`config.mk`:
```
export PLATFORM = sky130hd
export DESIGN_NAME = dfh_chain_responder_flat
export DESIGN_NICKNAME = d
export VERILOG_FILES = /design/src/rtl/dfh_chain_responder_if.sv /design/src/rtl/dfh_chain_responder.sv /design/src/flat_wrapper.sv
export SDC_FILE = /design/constraint.sdc
export NUM_CORES = 1
export LEC_CHECK = 0
export ABC_AREA = 1
export CORE_ASPECT_RATIO = 1.4
export CORE_MARGIN = 4
export CORE_UTILIZATION = 35
export CTS_CLUSTER_DIAMETER = 100
export DETAILED_ROUTE_END_ITERATION = 6
export GPL_ROUTABILITY_DRIVEN = 0
export PLACE_DENSITY = 0.65
export SLEW_MARGIN = 20
export SYNTH_ARGS = -nofsm -noshare
export SYNTH_HDL_FRONTEND = slang
export SYNTH_SLANG_ARGS = --single-unit
```
`constraint.sdc`:
```
create_clock -name clk -period 31.7 [get_ports clk]
set_input_delay 4.755 -clock clk [delete_from_list [all_inputs] [get_ports clk]]
set_output_delay 4.755 -clock clk [all_outputs]
set_load 0.01 [all_outputs]
```
`src/rtl/dfh_chain_responder_if.sv`:
```
// dfh_chain_responder_if: AXI4-Lite CSR channel bundle between a host DFH walker and the responder
interface dfh_chain_responder_if #(
    parameter int ADDR_W = 20
);
    logic              awvalid;
    logic              awready;
    logic [ADDR_W-1:0] awaddr;
    logic              wvalid;
    logic              wready;
    logic [63:0]       wdata;
    logic [7:0]        wstrb;
    logic              bvalid;
    logic              bready;
    logic [1:0]        bresp;
    logic              arvalid;
    logic              arready;
    logic [ADDR_W-1:0] araddr;
    logic              rvalid;
    logic              rready;
    logic [63:0]       rdata;
    logic [1:0]        rresp;
    modport master (
        output awvalid, awaddr, wvalid, wdata, wstrb, bready, arvalid, araddr, rready,
        input  awready, wready, bvalid, bresp, arready, rvalid, rdata, rresp
    );
    modport slave (
        input  awvalid, awaddr, wvalid, wdata, wstrb, bready, arvalid, araddr, rready,
        output awready, wready, bvalid, bresp, arready, rvalid, rdata, rresp
    );
endinterface

```
`src/rtl/dfh_chain_responder.sv`:
```
// dfh_chain_responder: AXI4-Lite target serving a linked DFH chain with one scratch register per feature
module dfh_chain_responder #(
    parameter int                     NUM_FEAT    = 4,
    parameter logic [31:0]            FEAT_STRIDE = 32'h1000,
    parameter int                     ADDR_W      = 20,
    parameter logic [NUM_FEAT*12-1:0] FEAT_IDS    = {12'h014, 12'h013, 12'h007, 12'h001},
    parameter logic [3:0]             FEAT_TYPE   = 4'h3,
    parameter logic [3:0]             MAJOR_VER   = 4'h0
) (
    input logic                  clk,
    input logic                  rst,
    dfh_chain_responder_if.slave bus
);
    localparam int SH = $clog2(FEAT_STRIDE);
    localparam int IW = NUM_FEAT > 1 ? $clog2(NUM_FEAT) : 1;
    typedef enum logic [1:0] {WIDLE, WCOMMIT, WRESP} wstate_t;
    typedef enum logic {RIDLE, RRESP} rstate_t;
    wstate_t           w_state, w_next;
    rstate_t           r_state, r_next;
    logic              aw_held, w_held, aw_fire, w_fire, ar_fire;
    logic [ADDR_W-1:0] waddr;
    logic [63:0]       wdata_q;
    logic [7:0]        wstrb_q;
    logic [63:0]       scratch [NUM_FEAT];

    function automatic logic [ADDR_W-1:0] feat_idx(input logic [ADDR_W-1:0] a);
        return a >> SH;
    endfunction

    function automatic logic in_range(input logic [ADDR_W-1:0] a);
        return feat_idx(a) < ADDR_W'(NUM_FEAT);
    endfunction

    // 8-byte slot within the feature window; 0 is the DFH, 1 the scratch register
    function automatic logic [SH-4:0] slot(input logic [ADDR_W-1:0] a);
        return (SH-3)'((a & ADDR_W'(FEAT_STRIDE - 1)) >> 3);
    endfunction

    function automatic logic [65:0] lookup(input logic [ADDR_W-1:0] a);
        logic [IW-1:0] i;
        logic          last;
        i    = IW'(feat_idx(a));
        last = feat_idx(a) == ADDR_W'(NUM_FEAT - 1);
        if (!in_range(a)) return {2'b10, 64'h0};
        if (slot(a) == '0)
            return {2'b00, FEAT_TYPE, 19'h0, last, last ? 24'h0 : FEAT_STRIDE[23:0], MAJOR_VER, FEAT_IDS[i*12 +: 12]};
        if (slot(a) == (SH-3)'(1)) return {2'b00, scratch[i]};
        return '0;
    endfunction

    always_comb begin
        bus.awready = !rst && w_state == WIDLE && !aw_held;
        bus.wready  = !rst && w_state == WIDLE && !w_held;
        bus.bvalid  = w_state == WRESP;
        bus.arready = !rst && r_state == RIDLE;
        bus.rvalid  = r_state == RRESP;
        aw_fire     = bus.awvalid && bus.awready;
        w_fire      = bus.wvalid && bus.wready;
        ar_fire     = bus.arvalid && bus.arready;
        w_next      = w_state == WCOMMIT ? WRESP :
                      w_state == WRESP   ? (bus.bready ? WIDLE : WRESP) :
                      ((aw_held || aw_fire) && (w_held || w_fire) ? WCOMMIT : WIDLE);
        r_next      = r_state == RRESP ? (bus.rready ? RIDLE : RRESP) : (ar_fire ? RRESP : RIDLE);
    end

    always_ff @(posedge clk or posedge rst) begin
        if (rst) begin
            w_state <= WIDLE;
            r_state <= RIDLE;
        end else begin
            w_state <= w_next;
            r_state <= r_next;
        end
    end

    // Read decode samples scratch before this edge's commit, so a colliding read sees the old value
    always_ff @(posedge clk or posedge rst) begin
        if (rst) begin
            aw_held                 <= 1'b0;
            w_held                  <= 1'b0;
            waddr                   <= '0;
            wdata_q                 <= '0;
            wstrb_q                 <= '0;
            bus.bresp               <= 2'b00;
            {bus.rresp, bus.rdata}  <= '0;
            for (int i = 0; i < NUM_FEAT; i++) scratch[i] <= '0;
        end else begin
            if (aw_fire) begin
                aw_held <= 1'b1;
                waddr   <= bus.awaddr;
            end
            if (w_fire) begin
                w_held  <= 1'b1;
                wdata_q <= bus.wdata;
                wstrb_q <= bus.wstrb;
            end
            if (w_state == WCOMMIT) begin
                aw_held   <= 1'b0;
                w_held    <= 1'b0;
                bus.bresp <= in_range(waddr) ? 2'b00 : 2'b10;
                if (in_range(waddr) && slot(waddr) == (SH-3)'(1))
                    for (int b = 0; b < 8; b++)
                        if (wstrb_q[b]) scratch[IW'(feat_idx(waddr))][b*8 +: 8] <= wdata_q[b*8 +: 8];
            end
            if (ar_fire) {bus.rresp, bus.rdata} <= lookup(bus.araddr);
        end
    end
endmodule

```
`src/flat_wrapper.sv`:
```
// flat-port wrapper written by rule: the top's interface ports become plain ports
module dfh_chain_responder_flat 
#(
    parameter int                     NUM_FEAT    = 4,
    parameter logic [31:0]            FEAT_STRIDE = 32'h1000,
    parameter int                     ADDR_W      = 20,
    parameter logic [NUM_FEAT*12-1:0] FEAT_IDS    = {12'h014, 12'h013, 12'h007, 12'h001},
    parameter logic [3:0]             FEAT_TYPE   = 4'h3,
    parameter logic [3:0]             MAJOR_VER   = 4'h0
)
  (clk, rst, bus_awvalid, bus_awaddr, bus_wvalid, bus_wdata, bus_wstrb, bus_bready, bus_arvalid, bus_araddr, bus_rready, bus_awready, bus_wready, bus_bvalid, bus_bresp, bus_arready, bus_rvalid, bus_rdata, bus_rresp);
  dfh_chain_responder_if #(.ADDR_W(ADDR_W)) bus_i ();
  input logic clk;
  input logic rst;
  input wire logic [$bits(bus_i.awvalid)-1:0] bus_awvalid;
  input wire logic [$bits(bus_i.awaddr)-1:0] bus_awaddr;
  input wire logic [$bits(bus_i.wvalid)-1:0] bus_wvalid;
  input wire logic [$bits(bus_i.wdata)-1:0] bus_wdata;
  input wire logic [$bits(bus_i.wstrb)-1:0] bus_wstrb;
  input wire logic [$bits(bus_i.bready)-1:0] bus_bready;
  input wire logic [$bits(bus_i.arvalid)-1:0] bus_arvalid;
  input wire logic [$bits(bus_i.araddr)-1:0] bus_araddr;
  input wire logic [$bits(bus_i.rready)-1:0] bus_rready;
  output wire logic [$bits(bus_i.awready)-1:0] bus_awready;
  output wire logic [$bits(bus_i.wready)-1:0] bus_wready;
  output wire logic [$bits(bus_i.bvalid)-1:0] bus_bvalid;
  output wire logic [$bits(bus_i.bresp)-1:0] bus_bresp;
  output wire logic [$bits(bus_i.arready)-1:0] bus_arready;
  output wire logic [$bits(bus_i.rvalid)-1:0] bus_rvalid;
  output wire logic [$bits(bus_i.rdata)-1:0] bus_rdata;
  output wire logic [$bits(bus_i.rresp)-1:0] bus_rresp;
  assign bus_i.awvalid = bus_awvalid;
  assign bus_i.awaddr = bus_awaddr;
  assign bus_i.wvalid = bus_wvalid;
  assign bus_i.wdata = bus_wdata;
  assign bus_i.wstrb = bus_wstrb;
  assign bus_i.bready = bus_bready;
  assign bus_i.arvalid = bus_arvalid;
  assign bus_i.araddr = bus_araddr;
  assign bus_i.rready = bus_rready;
  assign bus_awready = bus_i.awready;
  assign bus_wready = bus_i.wready;
  assign bus_bvalid = bus_i.bvalid;
  assign bus_bresp = bus_i.bresp;
  assign bus_arready = bus_i.arready;
  assign bus_rvalid = bus_i.rvalid;
  assign bus_rdata = bus_i.rdata;
  assign bus_rresp = bus_i.rresp;
  dfh_chain_responder #(.NUM_FEAT(NUM_FEAT), .FEAT_STRIDE(FEAT_STRIDE), .ADDR_W(ADDR_W), .FEAT_IDS(FEAT_IDS), .FEAT_TYPE(FEAT_TYPE), .MAJOR_VER(MAJOR_VER)) u_core (.clk(clk), .rst(rst), .bus(bus_i));
endmodule
```
==> results of run 1 <==
## layer usage
metal,GRT usage,vias up
met1,0.2422,7930
li1,-,7642
met5,0,-
met4,0.05987,0
met3,0.03567,88
met2,0.3175,611
## layout make-up
| class | instances | area share |
|---|---|---|
| inverters | 35 | 0.006269 |
| flip-flops and latches | 416 | 0.4618 |
| clock buffers | 60 | 0.05554 |
| clock inverters | 14 | 0.007823 |
| well taps | 714 | 0.03961 |
| multi-input cells | 1595 | 0.3351 |
| repair buffers | 213 | 0.09387 |
## registers in the layout, indices dropped and copies added, names as in the netlist
signal and cells:
u_core.scratch 256, u_core.bus.rdata 64, u_core.wdata_q 64, u_core.waddr 17
u_core.wstrb_q 8, u_core.w_state 2, u_core.aw_held 1, u_core.bus.bresp 1
u_core.bus.rresp 1, u_core.bus.rvalid 1, u_core.w_held 1
## cells by family after synthesis
family | after synthesis
simple gates | 1330
flops | 416
compound gates | 261
buf+inv | 201
fa+ha+maj | 2
other cells | 1
## metrics by stage
| stage | hold WS (ns) | power (uW) | util | setup slack (ns) |
|---|---|---|---|---|
| floorplan | 0.4366 | 847.3 | - | 12.14 |
| global placement | 0.4483 | 958.2 | 0.3954 | 20.30 |
| detailed placement | 0.4529 | 967.5 | 0.3960 | 20.29 |
| CTS | 0.4670 | 1488 | 0.4228 | 20.27 |
| global route | 0.4833 | 1548 | 0.4241 | 20.11 |
| finish | 0.4634 | 1478 | 0.4241 | 20.30 |
## critical path, delay by kind of cell
| kind | cells | cell delay [ns] |
|---|---|---|
| buffers and inverters | 3 | 1.44 |
| and+or+nand+nor | 2 | 0.37 |
## placed cells by master, fill, tap and decap left out, types with 30 or more instances in the layout
master	count
clkbuf_16	45
clkdlybuf4s50_1	181
dfrtp_1	412
nand2_1	855
nand4_1	258
nand4_2	30
nor2_1	153
o21ai_0	143
o21ai_1	57
o22a_1	55
## how the worst max path moves through the flow
stage               start    endpoint  slack (ns)  cells after the start
detailed placement    rst  bus_wready       20.29                      5
global placement      rst  bus_wready       20.30                      5
floorplan             rst  bus_wready       12.14                      3
CTS                   rst  bus_wready       20.27                      5
global route          rst  bus_wready       20.11                      5
finish                rst  bus_wready       20.30                      5
## power by group
part,internal [uW],switching [uW]
Clock,307,207
Combinational,69.5,204
Sequential,588,102
==> metrics.md, run 1 <==
| Metric | Value |
|---|---|
| ANT cells | `0` |
| Min-Delay Path Depth | `2` |
| Hold buffers post-CTS | `0` |
| Largest family of logic cells by synthesized area | `simple AND/OR/NAND/NOR gates` |
| Routed WL | `roughly 55,000 um` |
| 1st-iter DRT viols | `~1,500` |
| Drt wl/cell | `~18 um` |
| Die footprint | `about 58,000 um2` |
| Fin. Hold Viols | `0` |
| Post-synth EDFFs | `0` |
| Total GRT Usage | `0.1868` |
| Crit path DAT | `6.64 ns` |
| Dpl cells | `approximately 3,000` |
| Synth warn | `0` |
| Clk sink count | `416` |
| Post-synth top cells | `nand2_1 (858), dfrtp_1 (416), nand4_1 (258)` |
| Syn Std Cell Area | `between 15,000 and 20,000 um2` |
| Worst-margin pin slew | `roughly 0.94 ns` |
| Antenna violations before repair | `0` |
| Reg-to-reg slack, setup | `28.63 ns` |
| Post-Syn Area per Cell | `~8.5 um2` |
| Max Cap Violations | `0` |
| Post-DP HPWL | `between 30,000 and 40,000 um` |
| Mapped Cells | `2,211` |
| CP Max Fanout | `63` |
| Max Clock Skew | `roughly 0.014 ns` |
| Fmax achieved | `between 0.08 and 0.09 GHz` |
| Hold Path Sink | `u_core.scratch[71]$_DFFE_PP0P_` |
| I/O Pins | `between 150 and 200` |
| I/O Buffers | `around 180` |
| Synth Area in XOR/XNOR | `0` |
| First-pass GRT wire length | `just under 90,000 um` |
| Die W | `between 200 and 250 um` |
| Pwr per Cell Area | `approximately 66 nW/um2` |
| Post-route DRC | `0` |
| CP most frequent cell | `clkdlybuf4s50_1` |
| WS Path Type | `input port to output pin` |
| Slowest CP cell | `clkdlybuf4s50_1` |
| Peak supply drop | `slightly below 60 uV` |
| Highest routed layer | `met4` |
| Hold/Removal Path Class | `flop to flop` |
| Worst R2R End | `u_core.scratch[190]$_DFFE_PP0P_` |
| Total core area | `53,180 um2` |
| R2r worst-path depth | `9` |
| Skew-Pair Late Insertion Delay | `0.55 ns` |
| Layout cell share with drive strength beyond 1 | `0.06515` |
| Total Neg Setup Slack | `0 ns` |
| Crit Reg-Reg Startpoint | `u_core.waddr[18]$_DFFE_PP0P_` |
| Synth area leader | `dfrtp_1` |
| Area of the multi-input gates | `roughly 7600 um2` |
| Final setup fails | `0` |
| Synth Flop Type | `dfrtp_1` |
| Post-cts sizing count | `0` |
| Worst-path cell chain | `clkdlybuf4s50_1 > inv_8 > nand2_1 > nor2_1 > clkdlybuf4s50_1` |
| Top-count cell post-synth | `nand2_1` |
| Antenna-violating nets left | `0` |
| Lkg Pwr | `0.01121 uW` |
| Final slew viol count | `0` |
| Final instance area | `about 23,000 um2` |
| Post-Layout Cell Count | `between 3,000 and 4,000` |
| Unrepaired setup endpoints after global routing | `no` |
| Worst path max stage delay | `around 0.57 ns` |
| Proportion of synthesized area in mux cells | `0` |
| Worst Setup Start Kind | `input port` |
| Die Height | `about 280 um` |
| Synth async-reset ratio | `1.000` |
| Met1 wire length | `between 20,000 and 25,000 um` |
| Slew margin rel. | `0.3732` |
| Gr ovfl total | `0` |
| Critical Path Sink Type | `output pin` |
| Pre-antenna DRT Iters | `5` |
| Hold wc startpoint | `u_core.scratch[71]$_DFFE_PP0P_` |
| Period utilization | `0.3595` |
| Via count | `16,270` |
| Area grow syn2layout | `20.02%` |
| CTS tree | `built` |
| Simple-gate share of the synthesized area | `0.3180` |
| Nets@finish | `between 2,000 and 2,500` |
| Clk root buf | `clkbuf_16` |
| Register area | `about 10,000 um2` |
| Setup bufs post-CTS | `0` |
| Vias in the first global route | `about 16,000` |
| FILL cells | `approximately 5,200` |
| Initial core utilization | `0.3533` |
| CP required | `between 20 and 30 ns` |
| Synthesis-stage register bit count | `416` |
| Num rows | `100` |
| Met3 WL | `~4000 um` |
| Clock slew at reported path FFs | `0.06 ns` |
| # H-tree levels | `2` |
| Compound-gate portion of the synthesized area | `0.08097` |
| Sequential area share after synthesis | `0.5540` |
| Vias per inst | `5.340` |
| Distinct cell type count of the synthesized netlist | `25` |
| Largest cells by area after synthesis | `dfrtp_1 (55%), nand2_1 (17%), nand4_1 (8.6%)` |
| WL met2 | `around 27,000 um` |
| Synth top area share | `0.5540` |
| Status | `finished, final reports clean` |
| Clock buffer depth | `3` |
| TritonCTS Buffers | `42` |
| Min cycle time layout | `approximately 11 ns` |
| Placement Cell Area | `roughly 21,000 um2` |
| Pin count of the biggest net entering global routing | `between 100 and 150` |
| Adder-Cell Fraction of Synth Area | `0.001332` |
No activity file was read; power rests on OpenSTA's default activity.
==> run 2, diff against run 1 <==
==> constraint.sdc (replaced) <==
create_clock -name clk -period 11.05 [get_ports clk]
set_input_delay 1.6575 -clock clk [delete_from_list [all_inputs] [get_ports clk]]
set_output_delay 1.6575 -clock clk [all_outputs]
set_load 0.01 [all_outputs]
==> run 2 against run 1 <==
  * Combinational power rose to 2.9 times the previous value
  * Critical path type unchanged
  * Critical endpoint unchanged
  * Global-route usage up 0.26 points
  * Sequential share of layout area down 0.054 points
  * Non-clock buffer count down 1
  * Die area unchanged
==> metrics.md, run 2 (synthesized netlist as in run 1, its figures left out) <==
| Metric | Value |
|---|---|
| Status | `finished, final reports clean` |
| Worst R2R End | `u_core.scratch[161]$_DFFE_PP0P_` |
| Crit path DAT | `3.31 ns (-3.33 ns)` |
| Slew margin rel. | `0.3537 (-0.01947)` |
| Pwr per Cell Area | `189.1 nW/um2 (+190%)` |
| Dpl ws | `6.085 ns (-14.20 ns)` |
| Max Cap Violations | `0 (unchanged)` |
| Fin. Hold Viols | `0 (unchanged)` |
| Vias per inst | `5.335 (about the same)` |
| FILL cells | `5,222 (+0.15%)` |
| I/O Buffers | `183 (unchanged)` |
| CTS tree | `built` |
| Clk network pwr share | `0.352 (+0.004)` |
| Area grow syn2layout | `20.15%` |
| Antenna-violating nets left | `0 (unchanged)` |
| Die footprint | `57,510 um2 (unchanged)` |
| Skew-Pair Late Insertion Delay | `0.55 ns (about the same)` |
| Worst Setup Start Kind | `input port` |
| Hold/Removal Path Class | `flop to flop` |
| Flop pwr share | `0.460 (-0.007)` |
| Largest register by flop count | `u_core.scratch` |
| Min cycle time layout | `4.971 ns` |
| Total core area | `53,180 um2 (unchanged)` |
| Routed WL | `55,990 um (+1.3%)` |
| Hold buffers post-CTS | `0 (unchanged)` |
| Min-Delay Path Depth | `2 (unchanged)` |
| TritonCTS Buffers | `42 (unchanged)` |
| CP Max Fanout | `3 (-95%)` |
| Combinational power share | `0.188 (+0.003)` |
| Clk sink count | `416 (unchanged)` |
| Total Neg Setup Slack | `0 ns (unchanged)` |
| Via count | `16,260 (-0.055%)` |
| Critical path endpoint | `bus_wready` |
| Post-DP HPWL | `32,600 um (+0.19%)` |
| Worst-margin pin slew | `0.9694 ns (+0.02920 ns)` |
| Crit Reg-Reg Startpoint | `u_core.waddr[17]$_DFFE_PP0P_` |
| Final setup fails | `0 (unchanged)` |
| Worst-path cell chain | `clkdlybuf4s50_1 > clkinvlp_4 > nand2_1 > nor2_1 > clkdlybuf4s50_1` |
| Pin count of the biggest net entering global routing | `257 (+120%)` |
| First-pass GRT wire length | `88,310 um (+0.82%)` |
| I/O Pins | `192 (unchanged)` |
| Period utilization | `0.4499` |
| NetSw | `1486 uW (+190%)` |
| ANT cells | `0 (unchanged)` |
| Unrepaired setup endpoints after global routing | `no` |
| Worst path max stage delay | `0.59 ns (+0.02 ns)` |
| Most frequent cells in the layout | `nand2_1 (855), dfrtp_1 (413), nand4_1 (258), clkdlybuf4s50_1 (181), nor2_1 (153)` |
| Slowest CP cell | `clkdlybuf4s50_1` |
| Most common cell after layout, fill and taps aside | `nand2_1` |
| Gr ovfl total | `0 (unchanged)` |
| Clock buffer depth | `3 (unchanged)` |
| Antenna violations before repair | `0 (unchanged)` |
| Post-route setup slack | `6.079 ns (-14.22 ns)` |
| Vias in the first global route | `15,840 (-0.74%)` |
| CP required | `9.39 ns (-17.56 ns)` |
| Setup bufs post-CTS | `0 (unchanged)` |
| Max FFs per register | `256 (unchanged)` |
| Final slew viol count | `0 (unchanged)` |
| 1st-iter DRT viols | `1,680 (+9.9%)` |
| Total GRT Usage | `0.1894 (+0.002618)` |
| Initial core utilization | `0.3533 (unchanged)` |
| Post-route DRC | `0 (unchanged)` |
| Worst hold slack | `0.4638 ns (+0.0003990 ns)` |
| Reg-to-reg slack, setup | `8.21 ns (-20.42 ns)` |
| Critical Path Sink Type | `output pin` |
| Post-cts sizing count | `0 (unchanged)` |
| Peak supply drop | `130.1 uV (+120%)` |
| WS Path Type | `input port to output pin` |
| Setup crit start | `rst` |
| Die Height | `282.1 um (unchanged)` |
| Num rows | `100 (unchanged)` |
| Area of the multi-input gates | `7561 um2 (about the same)` |
| Clock slew at reported path FFs | `0.06 ns (about the same)` |
| Internal power | `2784 uW (+190%)` |
| Max Clock Skew | `0.01970 ns (+0.006119 ns)` |
| Fmax achieved | `between 0.2 and 0.25 GHz` |
| Register area | `10,410 um2 (about the same)` |
| # H-tree levels | `2 (unchanged)` |
| CP most frequent cell | `clkdlybuf4s50_1` |
| Clk root buf | `clkbuf_16` |
| Pre-antenna DRT Iters | `6 (+1)` |
| Nets@finish | `2,423 (-0.041%)` |
| Lkg Pwr | `0.01122 uW (about the same)` |
| Drt wl/cell | `18.37 um (+1.3%)` |
| Sw Ratio | `0.3480 (+0.0004904)` |
| Die W | `203.8 um (unchanged)` |
| R2r worst-path depth | `10 (+1)` |
| Layout cell share with drive strength beyond 1 | `0.06555 (+0.0004005)` |
run 2: how the worst min path moves through the flow:
stage                               startpoint                         endpoint  slack (ns)
2_1_floorplan  u_core.scratch[115]$_DFFE_PP0P_  u_core.scratch[115]$_DFFE_PP0P_        0.44
3_3_place_gp   u_core.scratch[214]$_DFFE_PP0P_  u_core.scratch[214]$_DFFE_PP0P_        0.45
3_5_place_dp   u_core.scratch[105]$_DFFE_PP0P_  u_core.scratch[105]$_DFFE_PP0P_        0.45
4_1_cts         u_core.scratch[88]$_DFFE_PP0P_   u_core.scratch[88]$_DFFE_PP0P_        0.47
5_1_grt         u_core.scratch[94]$_DFFE_PP0P_   u_core.scratch[94]$_DFFE_PP0P_        0.48
6_report       u_core.scratch[230]$_DFFE_PP0P_  u_core.scratch[230]$_DFFE_PP0P_        0.46
run 2: critical path, delay by kind of cell:
kind / cells / cell delay [ns]
and+or+nand+nor: 2 / 0.37
buffers and inverters: 3 / 1.28
run 2: power groups by stage:
stage	logic, uW	clock network [uW]	registers (uW)
floorplan	588	0	1840
global placement	786	0	1970
detailed placement	800	0	1980
CTS	802	1540	1950
global route	885	1600	1990
finish	802	1500	1970
run 2: layout make-up:
cell class              count  share of cell area
multi-input cells        1595              0.3349
flip-flops and latches    416              0.4613
clock buffers              61             0.05653
repair buffers            212             0.09333
clock inverters            15            0.008258
inverters                  35            0.006097
well taps                 714             0.03957
run 2: layer usage:
| layer | track usage | part of all wire | up-vias |
|---|---|---|---|
| li1 | - | - | 7637 |
| met1 | 0.2535 | 0.42 | 7954 |
| met3 | 0.03326 | 0.068 | 74 |
| met2 | 0.3181 | 0.49 | 597 |
| met5 | 0 | 0 | - |
| met4 | 0.05468 | 0.023 | 0 |
run 2: stage by stage:
stage                 util  instances  power, uW  instance area, um2
floorplan                -       2212       2431               18800
global placement    0.3959       2970       2756               21050
detailed placement  0.3959       2970       2779               21050
CTS                 0.4234       3046       4293               22520
global route        0.4245       3048       4467               22580
finish              0.4245       3048       4270               22580
==> run 3, diff against run 2 <==
--- a/config.mk
+++ b/config.mk
@@ -12,7 +12,7 @@
 export CTS_CLUSTER_DIAMETER = 100
 export DETAILED_ROUTE_END_ITERATION = 6
 export GPL_ROUTABILITY_DRIVEN = 0
-export PLACE_DENSITY = 0.65
+export PLACE_DENSITY = 0.67
 export SLEW_MARGIN = 20
 export SYNTH_ARGS = -nofsm -noshare
 export SYNTH_HDL_FRONTEND = slang
==> constraint.sdc (replaced) <==
create_clock -name clk -period 4.5 [get_ports clk]
set_input_delay 0.675 -clock clk [delete_from_list [all_inputs] [get_ports clk]]
set_output_delay 0.675 -clock clk [all_outputs]
set_load 0.01 [all_outputs]
==> run 3 against run 2 <==
  * Global-route usage rose by 0.26 points
  * Non-clock buffer count rose by 6
  * Clock power rose by 140%
  * Sequential share of layout area fell by 0.063 points
  * Total power rose by 140%
  * Clock skew fell by 0.0071 ns
  * Clock-buffer cell count rose by 9
  * Utilization rose by 0.063 points
  * Wire length barely moved
  * Critical endpoint unchanged
  * Highest routed layer unchanged
==> metrics.md, run 3 (synthesized netlist as in run 1, its figures left out) <==
| Metric | Value |
|---|---|
| Status | `finished, final reports clean` |
| Vias per inst | `5.381 (+0.86%)` |
| Dpl ws | `1.420 ns (-4.664 ns)` |
| WS Path Type | `input port to output pin` |
| Min-Delay Path Depth | `2 (unchanged)` |
| Dpl cells | `2,976 (+0.20%)` |
| Fin. Hold Viols | `0 (unchanged)` |
| NetSw | `3674 uW (+150%)` |
| Worst path max stage delay | `0.59 ns (about the same)` |
| Most frequent cells in the layout | `nand2_1 (855), dfrtp_1 (412), nand4_1 (258), clkdlybuf4s50_1 (181), nor2_1 (153)` |
| Final setup fails | `0 (unchanged)` |
| Internal power | `6769 uW (+140%)` |
| Flop pwr share | `0.465 (+0.005)` |
| Clk network pwr share | `0.344 (-0.008)` |
| Die footprint | `57,510 um2 (unchanged)` |
| Total Power | `10,440 uW (+140%)` |
| Pre-antenna DRT Iters | `5 (-1)` |
| First-pass GRT wire length | `89,740 um (+1.6%)` |
| Worst Setup Start Kind | `input port` |
| Total GRT Usage | `0.1920 (+0.002630)` |
| Worst-path cell chain | `clkdlybuf4s50_1 > clkinvlp_4 > nand2_1 > nor2_1 > clkdlybuf4s50_1` |
| Pin count of the biggest net entering global routing | `257 (unchanged)` |
| CP most frequent cell | `clkdlybuf4s50_1` |
| Total core area | `53,180 um2 (unchanged)` |
| I/O Pins | `192 (unchanged)` |
| Peak supply drop | `455.3 uV (+250%)` |
| Worst-margin pin slew | `1.128 ns (+0.1585 ns)` |
| Post-Layout Cell Count | `3,056 (+0.26%)` |
| Routed WL | `56,010 um (about the same)` |
| CP required | `3.83 ns (-5.56 ns)` |
| Unrepaired setup endpoints after global routing | `no` |
| Clk root buf | `clkbuf_16` |
| Hold/Removal Path Class | `flop to flop` |
| Final core occ | `0.4252 (+0.0006350)` |
| Layout cell share with drive strength beyond 1 | `0.06661 (+0.001057)` |
| Area grow syn2layout | `20.33%` |
| Period utilization | `0.6795` |
| Min cycle time layout | `around 3.1 ns` |
| Combinational power share | `0.191 (+0.003)` |
| Fmax achieved | `0.3270 GHz` |
| Antenna-violating nets left | `0 (unchanged)` |
| Die Height | `282.1 um (unchanged)` |
| Skew-Pair Late Insertion Delay | `0.57 ns (+0.02 ns)` |
| Max Cap Violations | `0 (unchanged)` |
| Initial core utilization | `0.3533 (unchanged)` |
| Num rows | `100 (unchanged)` |
| Die W | `203.8 um (unchanged)` |
| Largest register by flop count | `u_core.scratch` |
| # H-tree levels | `2 (unchanged)` |
| ANT cells | `0 (unchanged)` |
| Max Clock Skew | `0.01258 ns (-0.007120 ns)` |
| Nets@finish | `2,430 (+0.29%)` |
| Pwr per Cell Area | `461.9 nW/um2 (+140%)` |
| I/O Buffers | `183 (unchanged)` |
| Slew margin rel. | `0.2481 (-0.1057)` |
| Clock buffer depth | `3 (unchanged)` |
| CP Max Fanout | `3 (unchanged)` |
| Most common cell after layout, fill and taps aside | `nand2_1` |
| Post-cts sizing count | `0 (unchanged)` |
| Final slew viol count | `0 (unchanged)` |
| Vias in the first global route | `16,350 (+3.2%)` |
| TritonCTS Buffers | `43 (+2.4%)` |
| Post-route DRC | `0 (unchanged)` |
| Critical Path Sink Type | `output pin` |
| Via count | `16,450 (+1.1%)` |
| Lkg Pwr | `0.01124 uW (+0.21%)` |
| Hold buffers post-CTS | `0 (unchanged)` |
| Setup bufs post-CTS | `0 (unchanged)` |
| Crit path DAT | `2.38 ns (-0.93 ns)` |
| Sw Ratio | `0.3518 (+0.003842)` |
| Post-route setup slack | `1.442 ns (-4.637 ns)` |
| Post-DP HPWL | `33,780 um (+3.6%)` |
| Drt wl/cell | `18.33 um (-0.24%)` |
| Clk sink count | `416 (unchanged)` |
| Max FFs per register | `256 (unchanged)` |
| Antenna violations before repair | `1 (+1)` |
| R2r worst-path depth | `8 (-2)` |
| Slowest CP cell | `clkdlybuf4s50_1` |
| CTS tree | `built` |
| 1st-iter DRT viols | `1,292 (-23%)` |
| Gr ovfl total | `0 (unchanged)` |
| Clock slew at reported path FFs | `0.06 ns (about the same)` |
-- run 3: metrics by stage --
step                      setup TNS (ns)  instance area, um2  hold slack, ns
final                                  0               22610          0.4640
after global routing                   0               22610          0.4839
after CTS                              0               22550          0.4676
after detailed placement               0               21140          0.4529
after global placement                 0               21140          0.4476
after floorplan                 -1083.39               18810          0.4366
-- run 3: power by group through the flow --
stage / combinational, uW / sequential [uW] / clock (uW)
floorplan: 1450 / 4530 / 0
global placement: 1960 / 4870 / 0
detailed placement: 1990 / 4890 / 0
CTS: 2010 / 4830 / 3660
global route: 2210 / 4920 / 3810
finish: 2000 / 4860 / 3590
-- run 3: path summary, 6_finish.rpt --
check                                                 from                              end  slack, ns
min                        u_core.scratch[249]$_DFFE_PP0P_  u_core.scratch[249]$_DFFE_PP0P_       0.46
max in group asynchronous                              rst    u_core.wstrb_q[2]$_DFFE_PP0P_       2.18
min in group asynchronous                              rst  u_core.scratch[173]$_DFFE_PP0P_       0.87
min reg2reg                u_core.scratch[249]$_DFFE_PP0P_  u_core.scratch[249]$_DFFE_PP0P_       0.46
max reg2reg                   u_core.waddr[18]$_DFFE_PP0P_  u_core.scratch[139]$_DFFE_PP0P_       1.78
max                                                    rst                       bus_wready       1.44
-- run 3: final cells by class --
cell class                 count  area (um2)
fill                        5209       30570
sequential                   416       10420
multi-input combinational   1595        7561
timing repair buffer         218        2190
clock buffer                  70        1340
tap                          714       893.4
inverter                      35       137.6
clock inverter                 8       72.57
-- run 3: per-layer routing --
metal / vias up / GRT usage / part of all wire
li1: 7655 / - / -
met1: 8034 / 0.2486 / 0.41
met2: 645 / 0.3213 / 0.49
met3: 111 / 0.04025 / 0.074
met4: 0 / 0.06783 / 0.029
met5: - / 0 / 0
-- run 3: worst max-delay path, delay by kind of cell --
| family | cells | cell delay (ns) |
|---|---|---|
| AND/OR/NAND/NOR | 2 | 0.40 |
| buffers and inverters | 3 | 1.30 |
